File: src/rtl/nibble_sort_pkg.sv
// ============================================================================
// Module      : nibble_sort_pkg
// Description : Shared state encoding, default sizes and size helpers for
//               the nibble_sort_ctrl bubble-sort sequencer.
// Revision    : 1.0 - initial release
// ============================================================================
`default_nettype none

package nibble_sort_pkg;

    localparam int DEF_WIDTH = 4;
    localparam int DEF_DEPTH = 4;

    typedef enum logic [1:0] {
        IDLE = 2'd0,
        CMP  = 2'd1,
        DONE = 2'd2
    } state_e;

    // Compare-and-swap steps in a full bubble sort of depth elements
    function automatic int calc_ncmp(input int depth);
        return depth * (depth - 1) / 2;
    endfunction

    function automatic int calc_cnt_w(input int depth);
        return $clog2(calc_ncmp(depth) + 1);
    endfunction

endpackage

`default_nettype wire

File: src/rtl/nibble_sort_ctrl_mag_cmp.sv
// ============================================================================
// Module      : mag_cmp
// Description : WIDTH-bit unsigned magnitude comparator (a vs b).
// Revision    : 1.0 - initial release
// ============================================================================
`default_nettype none

module mag_cmp #(
    parameter int WIDTH = 4
) (
    input  logic [WIDTH-1:0] a,
    input  logic [WIDTH-1:0] b,
    output logic             equal,
    output logic             a_big,
    output logic             b_big
);

    assign equal = (a == b);
    assign a_big = (a > b);
    assign b_big = (a < b);

endmodule

`default_nettype wire

File: src/rtl/nibble_sort_ctrl.sv
// ============================================================================
// Module      : nibble_sort_ctrl
// Description : Bubble-sort sequencer, one compare-and-swap per cycle on a
//               single shared comparator. Optional macro
//               NIBBLE_SORT_EARLY_EXIT_EN ends the sort after a swap-free pass.
// Revision    : 1.0 - initial release
// ============================================================================
`default_nettype none

module nibble_sort_ctrl
    import nibble_sort_pkg::*;
#(
    parameter  int WIDTH = DEF_WIDTH,
    parameter  int DEPTH = DEF_DEPTH,
    localparam int CNT_W = calc_cnt_w(DEPTH)
) (
    input  logic                   clk,
    input  logic                   rst,
    input  logic                   start,
    input  logic [WIDTH*DEPTH-1:0] din,
    output logic                   busy,
    output logic                   done,
    output logic [WIDTH*DEPTH-1:0] dout,
    output logic [CNT_W-1:0]       swap_cnt
);

    localparam int IDX_W = $clog2(DEPTH);

    state_e             state_q, state_d;
    logic [WIDTH-1:0]   elem_q [DEPTH];
    logic [WIDTH-1:0]   elem_d [DEPTH];
    logic [IDX_W-1:0]   idx_q, idx_d;
    logic [IDX_W-1:0]   pass_q, pass_d;
    logic [CNT_W-1:0]   cnt_q, cnt_d;
`ifdef NIBBLE_SORT_EARLY_EXIT_EN
    logic               swapped_q, swapped_d;
`endif

    logic [IDX_W-1:0]   idx_nxt;
    logic [IDX_W-1:0]   idx_last;
    logic [WIDTH-1:0]   cmp_a, cmp_b;
    logic               cmp_eq, cmp_a_big, cmp_b_big;
    logic               do_swap;

    assign idx_nxt  = idx_q + IDX_W'(1);
    assign idx_last = IDX_W'(DEPTH - 2) - pass_q;
    assign cmp_a    = elem_q[idx_q];
    assign cmp_b    = elem_q[idx_nxt];

    mag_cmp #(
        .WIDTH (WIDTH)
    ) u_mag_cmp (
        .a     (cmp_a),
        .b     (cmp_b),
        .equal (cmp_eq),
        .a_big (cmp_a_big),
        .b_big (cmp_b_big)
    );

    // Ties never swap, which keeps the sort stable
    assign do_swap = cmp_a_big & ~cmp_eq & ~cmp_b_big;

    always_comb begin
        state_d = state_q;
        elem_d  = elem_q;
        idx_d   = idx_q;
        pass_d  = pass_q;
        cnt_d   = cnt_q;
`ifdef NIBBLE_SORT_EARLY_EXIT_EN
        swapped_d = swapped_q;
`endif
        case (state_q)
            IDLE: begin
                if (start) begin
                    state_d = CMP;
                    idx_d   = '0;
                    pass_d  = '0;
                    cnt_d   = '0;
`ifdef NIBBLE_SORT_EARLY_EXIT_EN
                    swapped_d = 1'b0;
`endif
                    for (int i = 0; i < DEPTH; i++) begin
                        elem_d[i] = din[i*WIDTH +: WIDTH];
                    end
                end
            end
            CMP: begin
                if (do_swap) begin
                    elem_d[idx_q]   = cmp_b;
                    elem_d[idx_nxt] = cmp_a;
                    cnt_d           = cnt_q + CNT_W'(1);
                end
                if (idx_q == idx_last) begin
                    idx_d  = '0;
                    pass_d = pass_q + IDX_W'(1);
`ifdef NIBBLE_SORT_EARLY_EXIT_EN
                    swapped_d = 1'b0;
                    if ((pass_q == IDX_W'(DEPTH - 2)) || !(swapped_q || do_swap)) begin
                        state_d = DONE;
                    end
`else
                    if (pass_q == IDX_W'(DEPTH - 2)) begin
                        state_d = DONE;
                    end
`endif
                end else begin
                    idx_d = idx_nxt;
`ifdef NIBBLE_SORT_EARLY_EXIT_EN
                    swapped_d = swapped_q | do_swap;
`endif
                end
            end
            DONE:    state_d = IDLE;
            default: state_d = IDLE;
        endcase
    end

    always_ff @(posedge clk) begin
        if (rst) begin
            state_q <= IDLE;
            idx_q   <= '0;
            pass_q  <= '0;
            cnt_q   <= '0;
            for (int i = 0; i < DEPTH; i++) begin
                elem_q[i] <= '0;
            end
`ifdef NIBBLE_SORT_EARLY_EXIT_EN
            swapped_q <= 1'b0;
`endif
        end else begin
            state_q <= state_d;
            idx_q   <= idx_d;
            pass_q  <= pass_d;
            cnt_q   <= cnt_d;
            for (int i = 0; i < DEPTH; i++) begin
                elem_q[i] <= elem_d[i];
            end
`ifdef NIBBLE_SORT_EARLY_EXIT_EN
            swapped_q <= swapped_d;
`endif
        end
    end

    assign busy     = (state_q != IDLE);
    assign done     = (state_q == DONE);
    assign swap_cnt = cnt_q;

    for (genvar g = 0; g < DEPTH; g++) begin : g_pack
        assign dout[g*WIDTH +: WIDTH] = elem_q[g];
    end

endmodule

`default_nettype wire

File: config.mk
export PLATFORM = sky130hd
export DESIGN_NAME = nibble_sort_ctrl
export DESIGN_NICKNAME = d
export VERILOG_FILES = /design/src/rtl/nibble_sort_pkg.sv /design/src/rtl/nibble_sort_ctrl_mag_cmp.sv /design/src/rtl/nibble_sort_ctrl.sv
export SDC_FILE = /design/constraint.sdc
export NUM_CORES = 1
export LEC_CHECK = 0
export ABC_AREA = 1
export BUFFER_PORTS_ARGS = -buffer_cell sky130_fd_sc_hd__buf_2
export CORE_MARGIN = 2
export CORE_UTILIZATION = 50
export DETAILED_ROUTE_END_ITERATION = 7
export PLACE_DENSITY = 0.7
export SYNTH_ARGS = -nofsm -noshare
export SYNTH_HDL_FRONTEND = slang
export SYNTH_HIERARCHICAL = 1
export SYNTH_SLANG_ARGS = --single-unit
export TNS_END_PERCENT = 100
File: constraint.sdc
create_clock -name clk -period 6.5 [get_ports clk]
set_input_delay 1.625 -clock clk [delete_from_list [all_inputs] [get_ports clk]]
set_output_delay 1.625 -clock clk [all_outputs]
set_load 0.02 [all_outputs]
# Word level (Yosys, flattened, before mapping)
# Index checks and enable logic that the tools add are counted.
[totals]
register_bits = 25
inputBits = 19
out_inout_bits = 21
word_cells = 69
[classes]
n_addsub = 4
n_lt_le_gt_ge = 6
eq_ne = 9
n_mux = 27
bitwise_logic = 6
n_reduce_logical = 9
[op_table]
columns = ["cell", "count"]
rows = [
  ["bitwise mux 16 bit", 2],
  ["2-to-1 mux 16 bit", 2],
  ["case mux 16 bit (2 select lines)", 1],
  ["2-to-1 mux 4 bit", 6],
  ["binary-select mux 4 bit (select 2 bit)", 2],
  ["demux 4 bit (select 2 bit)", 2],
  ["2-to-1 mux 2 bit", 6],
  ["case mux 2 bit (2 select lines)", 3],
  ["AND reduction 3 bit", 3],
  ["inequality test 2 bit (second input constant)", 4],
  ["greater-or-equal comparator 3 bit (second input constant)", 2],
  ["< comparator 3 x 1 -> 1 bit (second input constant)", 2],
  ["2-to-1 mux 3 bit", 2],
  ["inverter 2 -> 3 bit", 2],
  ["case mux 3 bit (2 select lines)", 1],
  ["adder 2 x 1 -> 2 bit (second input constant)", 2],
  ["== test 2 bit (second input constant)", 2],
  ["== test 4 bit", 1],
  ["greater-than comparator 4 bit", 1],
  ["< comparator 4 bit", 1],
  ["nonzero test 2 bit", 2],
  ["adder 3 x 1 -> 3 bit (second input constant)", 1],
  ["AND 1 bit", 2],
  ["== test 2 x 1 -> 1 bit (second input constant)", 1],
  ["other kinds (6)", 8],
]

# Depth between registers and ports, before layout
[logic_depth]
word_depth = 11
depth_mapped = 22
depth_no_buf = 20

# Cells and area by module
# The synthesis kept the hierarchy.
[modules_own_cells]
columns = ["mod", "n_inst", "cells_each", "area_each_um2", "seq_area_each_um2"]
rows = [
  ["nibble_sort_ctrl", 1, 320, 1998.2, 500.5],
  ["mag_cmp", 1, 20, 115.1, 0.0],
]

# Least setup slack after synthesis
# OpenSTA, ideal clock, no wires.
[synth_path]
path_kind = "register -> register"
startpoint = "register idx_q[0]"
endpoint = "register elem_q, in the netlist dout[0]"
setup_time_ns = 0.070
t_arrival_ns = 2.719
required_time_ns = 6.430
setup_slack_ns = 3.711
stages_incl_launch_ff = 23
path_buffers = 2
synth_period_minus_slack_ns = 2.789
cell_sequence = "dfxtp_1 buf_6 inv_4 buf_6 ha_1 inv_1 nand3_1 and2_1 inv_1 ha_1 nand2_1 inv_1 nand2_1 and2_1 inv_1 nand3b_1 nand2_1 nand2_2 inv_4 nand2_2 nand2_1 nand2_1 a21oi_1"
[synth_between]
word_cells_on_any_way = 32
cone_classes = "1 x add/sub; 6 x order compare; 2 x eq/ne; 14 x mux; 6 x bitwise; 3 x reduce/logical"
[synth_rtl]
columns = ["item", "line_no", "rtl"]
rows = [
  ["start, declared", "nibble_sort_ctrl.sv:32", "logic [IDX_W-1:0] idx_q, idx_d;"],
  ["start signal, assigned", "nibble_sort_ctrl.sv:132", "idx_q <= idx_d;"],
  ["adder 2 x 1 -> 2 bit", "nibble_sort_ctrl.sv:45", "assign idx_nxt = idx_q + IDX_W'(1);"],
  ["inverter 2 -> 3 bit (not written as such)", "nibble_sort_ctrl.sv:48", "assign cmp_b = elem_q[idx_nxt];"],
  ["binary-select mux 4 bit (select 2 bit)", "nibble_sort_ctrl.sv:48", ""],
  ["2-to-1 mux 4 bit (not written as such) (2 in a row)", "nibble_sort_ctrl.sv:48", ""],
  ["net cmp_b[3]", "nibble_sort_ctrl.sv:41", "logic [WIDTH-1:0] cmp_a, cmp_b;"],
  ["< comparator 4 bit", "nibble_sort_ctrl_mag_cmp.sv:20", "assign b_big = (a < b);"],
  ["net cmp_b_big", "nibble_sort_ctrl.sv:42", "logic cmp_eq, cmp_a_big, cmp_b_big;"],
  ["inverter 1 bit", "nibble_sort_ctrl.sv:61", "assign do_swap = cmp_a_big & ~cmp_eq & ~cmp_b_big;"],
  ["AND 1 bit", "nibble_sort_ctrl.sv:61", ""],
  ["inequality test 2 bit (no source line)", "n/a", ""],
  ["AND reduction 3 bit (no source line)", "n/a", ""],
  ["end signal, assigned by index", "nibble_sort_ctrl.sv:136", "elem_q[i] <= elem_d[i];"],
  ["end, declared", "nibble_sort_ctrl.sv:30", "logic [WIDTH-1:0] elem_q [DEPTH];"],
]
# The timed path passes the listed nets, and every way through them passes these cells. The select of a mux whose other input is x is not followed.
# A chain may end at the register's enable or synchronous reset.

# Worst setup path in the final report
[layout_path]
startpoint = "register idx_q[0]"
endpoint = "register elem_q, in the netlist dout[12]"
# Same word-level chain as after synthesis.

==> impl_metrics.json <==
{
  "hold_violations": 0,
  "layout.area.seq_um2": 500,
  "clk_pin_slew_worst_paths_ns": 0.10,
  "ant_nets": 0,
  "multiInputGateArea_um2": 1350,
  "cts_made_buffers": 3,
  "crit_path_end_kind": "flip-flop",
  "relSlewSlack": 0.440,
  "period_share": 0.554,
  "dpl_worst_slack_ns": 2.99,
  "yosysWarningCount": 6,
  "crit_fanout": 23,
  "cts_setup_buffers": 0,
  "antenna_found_initial": 0,
  "setup_violations": 0,
  "reg2reg_setup_slack_ns": 2.90,
  "crit_slowest_cell": "dfxtp_1",
  "tns_ns": 0,
  "htreeDepth": 1,
  "critPathKind": "flip-flop to flip-flop",
  "clockBufferDepth": 2,
  "die_width_um": 69.0,
  "hp-class": "flip-flop to flip-flop",
  "fillers": 437,
  "worstRegToRegCells": 20,
  "fp.dieArea_um2": 4760,
  "gr-usage-all-layers": 0.239,
  "grt_max_degree": 40,
  "powerDensity_nw_per_um2": 237,
  "max_stage_delay_ns": 0.88,
  "drt_iter0_markers": 193,
  "start_util": 0.525,
  "cp.buffers_inverters": 6,
  "fp.coreArea_um2": 4030,
  "min_from": "pass_q[1]",
  "hold_depth": 2,
  "grt_pass1_vias": 2025,
  "layout-drive-gt1-share": 0.214,
  "vias": 2217,
  "gp_congestion": 0.991,
  "die_h_um": 69.0,
  "synthCells": 340,
  "n_antenna_cell": 0,
  "syn_nets": 372,
  "cp_common_cell": "nand2_1",
  "worst_ep_arrival_time_ns": 3.82,
  "rsz0062_at_grt": "no",
  "nets": 406,
  "power_mw": 0.555,
  "syn_to_final_growth_pct": 10.7,
  "row_count": 23,
  "p_leak_nw": 1.19,
  "run_status": "completed",
  "fmax_ghz": 0.278,
  "ys_ff_latch": 25,
  "setup_slack_ns": 2.90,
  "crit_path_start_kind": "flip-flop",
  "cts_root_buf": "clkbuf_8",
  "fin_util": 0.580,
  "drc": 0,
  "drt_pass1_iterations": 5,
  "port_buffers": 39,
  "maxSlewViolCount": 0,
  "holdBufCountCts": 0,
  "wl_per_cell_um": 13.1,
  "syn_avg_cell_area_um2": 6.22,
  "cp.required_ns": 6.72,
  "num_io_pins": 40,
  "skew_ns": 0.00434,
  "cts_tree": "built",
  "crit_chain": "inv_4 -> ha_1 -> inv_1 -> nand3_1 -> and2_1 -> inv_1 -> ha_1 -> nand2_1 -> inv_1 -> nand2_1 -> and2_1 -> inv_1 -> nand3b_1 -> nand2_1 -> nand2_2 -> inv_4 -> nand2_2 -> nand2_1 -> nand2_1 -> a21oi_1",
  "rr_startpoint": "idx_q[0]",
  "grt_first_pass_wirelength_um": 9440,
  "clkLatencyLatePin_ns": 0.29,
  "routed_wl_um": 5540,
  "hold-path-endpoint": "pass_q[1]",
  "syn_area_um2": 2110,
  "peakVddDrop_mv": 0.103,
  "period_minus_slack_ns": 3.60,
  "grt_overflow_total": 0,
  "cts_resized": 0,
  "cap_violations": 0,
  "post_drt_via_cell_ratio": 5.24,
  "yosysSeqAreaShare": 0.237,
  "cts.sinks": 25,
  "worst-slew-pin-transition_ns": 0.838,
  "place_hpwl_um": 4090,
  "reg2reg_to": "dout[12]",
  "critPathTopFamily": "simple AND/OR/NAND/NOR gates",
  "ys_types": 24
}
## metal layers
layer | up-vias | global-route usage | routed length (um)
met5 | - | 0 | 0
met3 | 7 | 0.0219 | 315
met1 | 988 | 0.333 | 2520
li1 | 1145 | - | -
met4 | 0 | 0.0806 | 70
met2 | 77 | 0.386 | 2640
## cells in the mapped netlist
master | count | area share
or2_2 | 14 | 0.041
inv_1 | 39 | 0.069
nand3b_1 | 1 | 0.0036
nand3_1 | 63 | 0.15
clkbuf_1 | 3 | 0.0053
and2_1 | 9 | 0.027
or2_0 | 2 | 0.0059
o21ai_0 | 2 | 0.0047
xnor2_1 | 2 | 0.0083
nand2_2 | 6 | 0.018
a21oi_1 | 23 | 0.054
inv_4 | 2 | 0.0059
nor2_1 | 14 | 0.025
nand3_2 | 8 | 0.038
nand4_1 | 1 | 0.0030
buf_6 | 5 | 0.027
dfxtp_1 | 25 | 0.24
inv_2 | 6 | 0.011
buf_4 | 2 | 0.0071
nand2_1 | 97 | 0.17
and3_1 | 1 | 0.0030
xor2_1 | 1 | 0.0041
o21ai_2 | 1 | 0.0041
ha_1 | 13 | 0.077
## registers in the layout, indices dropped and copies added (netlist names)
name,cells
dout,16
swap_cnt,3
idx_q,2
pass_q,2
state_q,2
## kinds of logic (layout without fill, tap and decap cells)
family | count (synthesis) | count (layout) | share of synthesized area
DFF | 25 | 25 | 0.237
AOI/OAI and AO/OA | 26 | 26 | 0.0634
and+or+nand+nor | 216 | 216 | 0.485
adders and majority gates | 13 | 13 | 0.0770
buffers and inverters | 57 | 90 | 0.125
xor gates and xnor gates | 3 | 3 | 0.0124
## placed cells by master (no fill, tap or decap), types with 3 or more instances in the layout
master	count
nor2_1	14
nand3_2	8
nand3_1	63
or2_2	14
a21oi_1	23
inv_1	39
buf_2	39
ha_1	13
clkbuf_8	3
nand2_2	6
and2_1	9
dfxtp_1	25
inv_2	6
nand2_1	97
## how the worst max path moves through the flow
stage,from,depth (start not counted),slack [ns],end
final,idx_q[0],20,2.90,dout[12]
after global routing,idx_q[0],20,2.52,dout[8]
after CTS,idx_q[0],20,2.95,dout[1]
after detailed placement,idx_q[0],20,2.99,dout[12]
after global placement,idx_q[0],20,3.05,dout[15]
after floorplan,idx_q[0],22,3.71,dout[0]
## final cells by class
class	count	area share
clock buffers	3	0.0177
clock inverters	1	0.00375
inverters	47	0.0776
multi-input cells	258	0.577
flip-flops and latches	25	0.214
well taps	50	0.0268
repair buffers	39	0.0835
## report_power, final
part           switching [mW]  leakage (nW)  total, mW  internal, mW
sequential             0.0269         0.206      0.199         0.172
combinational           0.159         0.962      0.249        0.0893
clock                  0.0613        0.0261      0.107        0.0453
total                   0.248          1.19      0.555         0.307
## per-stage QoR
stage | hold WS (ns) | area (um2) | instances
3_5_place_dp | 0.463 | 2290 | 419
5_1_grt | 0.516 | 2340 | 423
6_report | 0.485 | 2340 | 423
4_1_cts | 0.482 | 2340 | 423
2_1_floorplan | 0.437 | 2110 | 340
3_3_place_gp | 0.459 | 2290 | 419
## worst reg2reg max path: stages, from the launching register on
cell      delay, ns
dfxtp_1        0.88
inv_4          0.22
ha_1           0.51
inv_1          0.13
nand3_1        0.23
and2_1         0.16
inv_1          0.04
ha_1           0.28
nand2_1        0.07
inv_1          0.05
nand2_1        0.05
and2_1         0.13
inv_1          0.05
nand3b_1       0.07
nand2_1        0.07
nand2_2        0.10
inv_4          0.12
nand2_2        0.10
nand2_1        0.07
nand2_1        0.04
a21oi_1        0.14
Power figures use the tool's default switching activity.
